==> src/rtl/radio_timing_pkg.sv <==
// Shared types and defaults for the radio timing sequencer.
// Slot phases and the counter width / guard length used by the FSM.
package radio_timing_pkg;

  typedef enum logic [1:0] {
    IDLE,
    SETTLE,
    ACTIVE,
    GUARD
  } rt_state_t;

  localparam int unsigned CNT_W_DEF     = 16;
  localparam int unsigned OFF_GUARD_DEF = 4;

endpackage

==> src/rtl/radio_seq_cnt.sv <==
// Loadable down-counter shared by the settle, active and guard phases.
// Holds at zero; a load overrides counting.
module radio_seq_cnt #(
  parameter int unsigned CNT_W = 16
) (
  input  logic             ck,
  input  logic             arst_n,
  input  logic             load,
  input  logic [CNT_W-1:0] load_val,
  output logic [CNT_W-1:0] value,
  output logic             zero
);

  assign zero = (value == '0);

  always_ff @(posedge ck or negedge arst_n) begin
    if (!arst_n) begin
      value <= '0;
    end else if (load) begin
      value <= load_val;
    end else if (!zero) begin
      value <= value - 1'b1;
    end
  end

endmodule

==> src/rtl/radio_timing_sequencer.sv <==
// Radio enable / RX enable slot sequencer: settle, active window, guard.
// Drives radioEnable1 / radioRxEn1 of the TimingEngine radio path.
module radio_timing_sequencer
  import radio_timing_pkg::*;
#(
  parameter int unsigned CNT_W     = CNT_W_DEF,
  parameter int unsigned OFF_GUARD = OFF_GUARD_DEF
) (
  input  logic             ck,
  input  logic             arst_n,
  input  logic             start,
  input  logic             rx_not_tx,
  input  logic [CNT_W-1:0] settle_cycles,
  input  logic [CNT_W-1:0] active_cycles,
  input  logic             abort,
  output logic             radio_enable1,
  output logic             radio_rx_en1,
  output logic             busy,
  output logic             done,
  output logic             aborted,
  output logic             start_err
);

  localparam logic [CNT_W-1:0] GUARD_LD = CNT_W'(OFF_GUARD - 1);

  rt_state_t        state;
  rt_state_t        nxt;
  logic             rx_lat;
  logic [CNT_W-1:0] act_lat;
  logic             abort_flag;
  logic             accept;
  logic             cnt_load;
  logic [CNT_W-1:0] cnt_ld_val;
  logic [CNT_W-1:0] cnt_value;
  logic             cnt_zero;
  logic             en_d;
  logic             rx_d;
  logic             done_d;
  logic             abt_d;
  logic             err_d;
  logic             abort_hit;

  radio_seq_cnt #(
    .CNT_W(CNT_W)
  ) u_cnt (
    .ck      (ck),
    .arst_n  (arst_n),
    .load    (cnt_load),
    .load_val(cnt_ld_val),
    .value   (cnt_value),
    .zero    (cnt_zero)
  );

  assign accept    = (state == IDLE) && start && !abort;
  assign abort_hit = abort && ((state == SETTLE) || (state == ACTIVE));

  always_ff @(posedge ck or negedge arst_n) begin
    if (!arst_n) begin
      state <= IDLE;
    end else begin
      state <= nxt;
    end
  end

  always_comb begin
    nxt        = state;
    cnt_load   = 1'b0;
    cnt_ld_val = '0;
    unique case (state)
      IDLE: begin
        if (accept) begin
          nxt        = SETTLE;
          cnt_load   = 1'b1;
          cnt_ld_val = (settle_cycles == '0) ? '0
                                             : settle_cycles - 1'b1;
        end
      end
      SETTLE: begin
        if (abort || (cnt_zero && act_lat == '0)) begin
          nxt        = GUARD;
          cnt_load   = 1'b1;
          cnt_ld_val = GUARD_LD;
        end else if (cnt_zero) begin
          nxt        = ACTIVE;
          cnt_load   = 1'b1;
          cnt_ld_val = act_lat - 1'b1;
        end
      end
      ACTIVE: begin
        if (abort || cnt_zero) begin
          nxt        = GUARD;
          cnt_load   = 1'b1;
          cnt_ld_val = GUARD_LD;
        end
      end
      GUARD: begin
        if (cnt_zero) begin
          nxt = IDLE;
        end
      end
      default: nxt = IDLE;
    endcase
  end

  // Outputs are computed from the next state so they change at the same edge.
  always_comb begin
    en_d   = (nxt != IDLE);
    rx_d   = (nxt == ACTIVE) && rx_lat;
    done_d = (state == GUARD) && cnt_zero;
    abt_d  = done_d && abort_flag;
    err_d  = start && (state != IDLE);
  end

  always_ff @(posedge ck or negedge arst_n) begin
    if (!arst_n) begin
      rx_lat     <= 1'b0;
      act_lat    <= '0;
      abort_flag <= 1'b0;
    end else if (accept) begin
      rx_lat     <= rx_not_tx;
      act_lat    <= active_cycles;
      abort_flag <= 1'b0;
    end else if (abort_hit) begin
      abort_flag <= 1'b1;
    end
  end

  always_ff @(posedge ck or negedge arst_n) begin
    if (!arst_n) begin
      radio_enable1 <= 1'b0;
      radio_rx_en1  <= 1'b0;
      busy          <= 1'b0;
      done          <= 1'b0;
      aborted       <= 1'b0;
      start_err     <= 1'b0;
    end else begin
      radio_enable1 <= en_d;
      radio_rx_en1  <= rx_d;
      busy          <= en_d;
      done          <= done_d;
      aborted       <= abt_d;
      start_err     <= err_d;
    end
  end

endmodule

==> config.mk <==
export PLATFORM = sky130hd
export DESIGN_NAME = radio_timing_sequencer
export DESIGN_NICKNAME = d
export VERILOG_FILES = /design/src/rtl/radio_timing_pkg.sv /design/src/rtl/radio_seq_cnt.sv /design/src/rtl/radio_timing_sequencer.sv
export SDC_FILE = /design/constraint.sdc
export NUM_CORES = 1
export LEC_CHECK = 0
export BUFFER_PORTS_ARGS = -buffer_cell sky130_fd_sc_hd__buf_2
export CORE_ASPECT_RATIO = 2
export CORE_MARGIN = 2
export CORE_UTILIZATION = 46
export DETAILED_ROUTE_END_ITERATION = 12
export GPL_ROUTABILITY_DRIVEN = 0
export GPL_TIMING_DRIVEN = 0
export MAX_ROUTING_LAYER = met4
export PLACE_DENSITY = 0.69
export SLEW_MARGIN = 20
export SYNTH_ARGS = -nofsm -noshare
export SYNTH_HDL_FRONTEND = slang
export SYNTH_SLANG_ARGS = --single-unit
==> constraint.sdc <==
create_clock -name ck -period 2.1 [get_ports ck]
set_clock_uncertainty 0.1 [all_clocks]
set_input_delay 0.105 -clock ck [delete_from_list [all_inputs] [get_ports ck]]
set_output_delay 0.105 -clock ck [all_outputs]
set_load 0.03 [all_outputs]
==> results.md <==
- Vias: 2709
- Post-synth ARST share: between 90% and 100%
- Residual DRC: 0
- I/O Pins: 43
- Net Sw Frac: roughly 43%
- Multi-input gate area: slightly below 0.002 mm2
- Status: finished, final reports clean
- Port Buffers: 42
- Mean routed wirelength per cell: approximately 16 um
- Crit path DAT: 2.19 ns
- Syn Nets: 380
- Max_slew headroom: between 40% and 50%
- Most common cell after layout, fill and taps aside: nand2_1
- Die H: 115 um
- Clk pwr share: between 10% and 20%
- R2R depth: 10
- CTS tree: built
- Worst R2R End: u_cnt.value[8]$_DFFE_PN0P_
- Fill cells: about 500
- Minimum clock period: roughly 2.1 ns
- Warnings, synthesis: 0
- Pins Over Slew Limit: 0
- Global route hottest layer: met2
- Pwr dens: between 1000 and 1500 mW/mm2
- Syn Area/Cell: approximately 8.5 um2
- Met2 usage: roughly 46%
- Vias in the first global route: around 2700
- M3 GR Usage: around 3.3%
- Drt pass-1 iters: 4
- Overflow after GRT: 0
- Main synth FF type: dfrtp_1
- Initial drt markers: approximately 110
- Worst Max-Slew Pin Slew: between 0.8 and 0.9 ns
- Core area: 0.00601 mm2
- DIE WIDTH: 59.5 um
- Clk sink count: 41
- Period utilization: ~100%
- First-pass GRT wire length: roughly 12 mm
- Worst VDD drop: 870 uV
- Syn-to-layout area delta: 39.4%
- RSZ-0062 raised after global routing: true
- Initial Util: 47.2%
- #FFs+latches synth: between 40 and 50
- Critical path fanouts, max: 6
- Commonest non-fill, non-tap cells in the layout: 68 x nand2_1, 42 x buf_2, 40 x dfrtp_1, 34 x nor2_1, 21 x buf_4
- Worst setup path start: u_cnt.value[1]$_DFFE_PN0P_
- Worst-path clk slew: roughly 0.050 ns
- Gr usage total: 24.5%
- Hold WC Path Type: input pin to register
- Setup slack after placement: -0.332 ns
- Slack of the worst reg-to-reg path: between 0.01 and 0.015 ns
- Crit path launch type: register
- Antenna violations before repair: 0
- Diode count: 0
- Final wirelength: a little under 8 mm
- Final nets: 470
- Post-DRT Antenna Nets: 0
- FMAX: approximately 480 MHz
- Leak: about 0.0017 uW
- Post-Synthesis Cells: around 330
- Clock Path Buffers: 2
- Final setup violation count: 0
- Die area: 0.00685 mm2
- EDFF count, synth: 0
- Final hold violations: 0
- Post-Layout Cell Count: around 490
- Share of total power in sequential cells: 33.3%
- Met1 Resource Use GR: approximately 22%
- Clock Latency Late Sink: a little under 0.3 ns
- Register Area: 0.00103 mm2
- DP Wirelength: 5.51 mm
- Sequential-to-total area share from yosys stat: between 30% and 40%
- Ratio of cells with drive above 1 in the final layout: 30.2%
- Largest net degree at the start of global routing: 42
- Placed Instances: 438
- Worst Setup EP: u_cnt.value[8]$_DFFE_PN0P_
- Tot Pwr: between 4000 and 5000 uW
- CTS Buf Count: 5
- Post-Syn Area: about 0.0028 mm2
- Net Switching: about 2100 uW
- Worst hold stages: 3
- Internal power: about 2800 uW
- Share of total power in combinational logic: approximately 50%
- Root Buffer: clkbuf_16
- Setup ws final: 0.0125 ns
- H-Tree Depth: 2
- Crit path kind: register to register
- Vias per cell: ~5.6
- Rows: 40
- Synth unique cells: 50
- Critical Path RT: ~2.2 ns
- Crit. End Element: register
- RR Startpoint: u_cnt.value[1]$_DFFE_PN0P_
- Max-cap violation count: 0
synthesized netlist by cell type (all sizes together) (2+ instances only):
| cell type | number | area share [%] |
|---|---|---|
| nand2 | 69 | 9.1 |
| dfrtp | 41 | 36 |
| nor2 | 35 | 4.7 |
| a21oi | 25 | 4.4 |
| xor2 | 18 | 5.6 |
| xnor2 | 17 | 5.2 |
| nor3 | 11 | 2.1 |
| ha | 10 | 4.4 |
| inv | 10 | 1.3 |
| nor4 | 10 | 3.3 |
| o21ai | 8 | 1.4 |
| nand3 | 7 | 1.2 |
| o22ai | 7 | 1.5 |
| o31ai | 7 | 2.8 |
| a211oi | 6 | 1.8 |
| buf | 6 | 2.0 |
| or4 | 6 | 1.7 |
| clkbuf | 5 | 0.66 |
| nand4 | 3 | 1.2 |
| nand4b | 3 | 0.93 |
| nor2b | 3 | 0.66 |
| nor4b | 3 | 0.93 |
| or3 | 3 | 0.66 |
| and2 | 2 | 0.44 |
| and3 | 2 | 0.44 |
| nand3b | 2 | 0.53 |
| nor3b | 2 | 0.71 |
| or2 | 2 | 0.44 |
power groups by stage:
stage	sequential, uW	clock, uW	combinational, uW
after floorplan	1450	0	1420
after global placement	1470	0	1880
after detailed placement	1490	0	1900
after CTS	1550	802	2140
after global routing	1670	847	2680
final	1620	793	2460
through the flow:
stage | setup TNS [ns] | hold slack (ns) | area (um2) | utilization (%)
global placement | -4.19 | 0.166 | 3130 | 52.0
CTS | 0 | 0.128 | 3660 | 61.0
floorplan | 0 | -0.291 | 2840 | -
detailed placement | -5.32 | 0.168 | 3130 | 52.0
finish | 0 | 0.127 | 3950 | 65.8
global route | -1.10 | 0.161 | 3950 | 65.8
flip-flops by register name (all words and copies together), names as in the netlist:
register      flops
radio_rx_en1      1
abort_flag        1
aborted           1
rx_lat            1
act_lat          16
busy              1
done              1
u_cnt.value      16
state             2
start_err         1
layout make-up:
| type | instances | area share (%) |
|---|---|---|
| repair buffers | 84 | 15.7 |
| multi-input cells | 271 | 49.2 |
| well taps | 63 | 1.99 |
| clock buffers | 7 | 3.86 |
| clock inverters | 1 | 0.127 |
| inverters | 10 | 0.949 |
| plain buffers | 10 | 2.18 |
| flip-flops and latches | 41 | 26.0 |
what timing repair did:
item | CTS | global route
setup buffers | 8 | 14
cloned | 0 | 1
resized for setup | 26 | 29
pin swaps | 5 | 16
endpoints found under the setup margin | 31 | 31
hold buffers | 19 | 0
endpoints found under the hold margin | 59 | 0
worst min path at each step:
stage                 from                 endpoint
detailed placement  arst_n  act_lat[14]$_DFFE_PN0P_
global route         abort   abort_flag$_DFFE_PN0P_
finish               abort   abort_flag$_DFFE_PN0P_
CTS                  abort   abort_flag$_DFFE_PN0P_
floorplan           arst_n   abort_flag$_DFFE_PN0P_
global placement    arst_n  act_lat[14]$_DFFE_PN0P_
worst max-delay path, cell delays in order (launching register included):
cell	delay (ns)
dfrtp_1	0.41
inv_2	0.10
ha_4	0.14
nor4b_4	0.22
and4_1	0.25
buf_6	0.14
and3_4	0.18
buf_6	0.12
buf_8	0.12
a2bb2oi_2	0.05
o22ai_1	0.16
metal layers:
metal / up-vias / part of all wire (%)
met3: 17 / 2.5
met1: 1287 / 35
li1: 1341 / -
met4: 0 / 2.5
met2: 64 / 60
met5: - / 0
kinds of logic (layout without fill, tap and decap cells):
group	count (synthesis)	in the layout	synth area share, %
AO/OA/AOI/OAI	59	59	14.4
flip-flops	41	41	36.2
AND/OR/NAND/NOR	166	166	29.9
buffers and inverters	21	112	3.97
adder cells (fa/ha/maj)	10	10	4.41
XOR/XNOR	35	35	10.8
multiplexers	1	1	0.353
(Power assumes the default switching activity.)
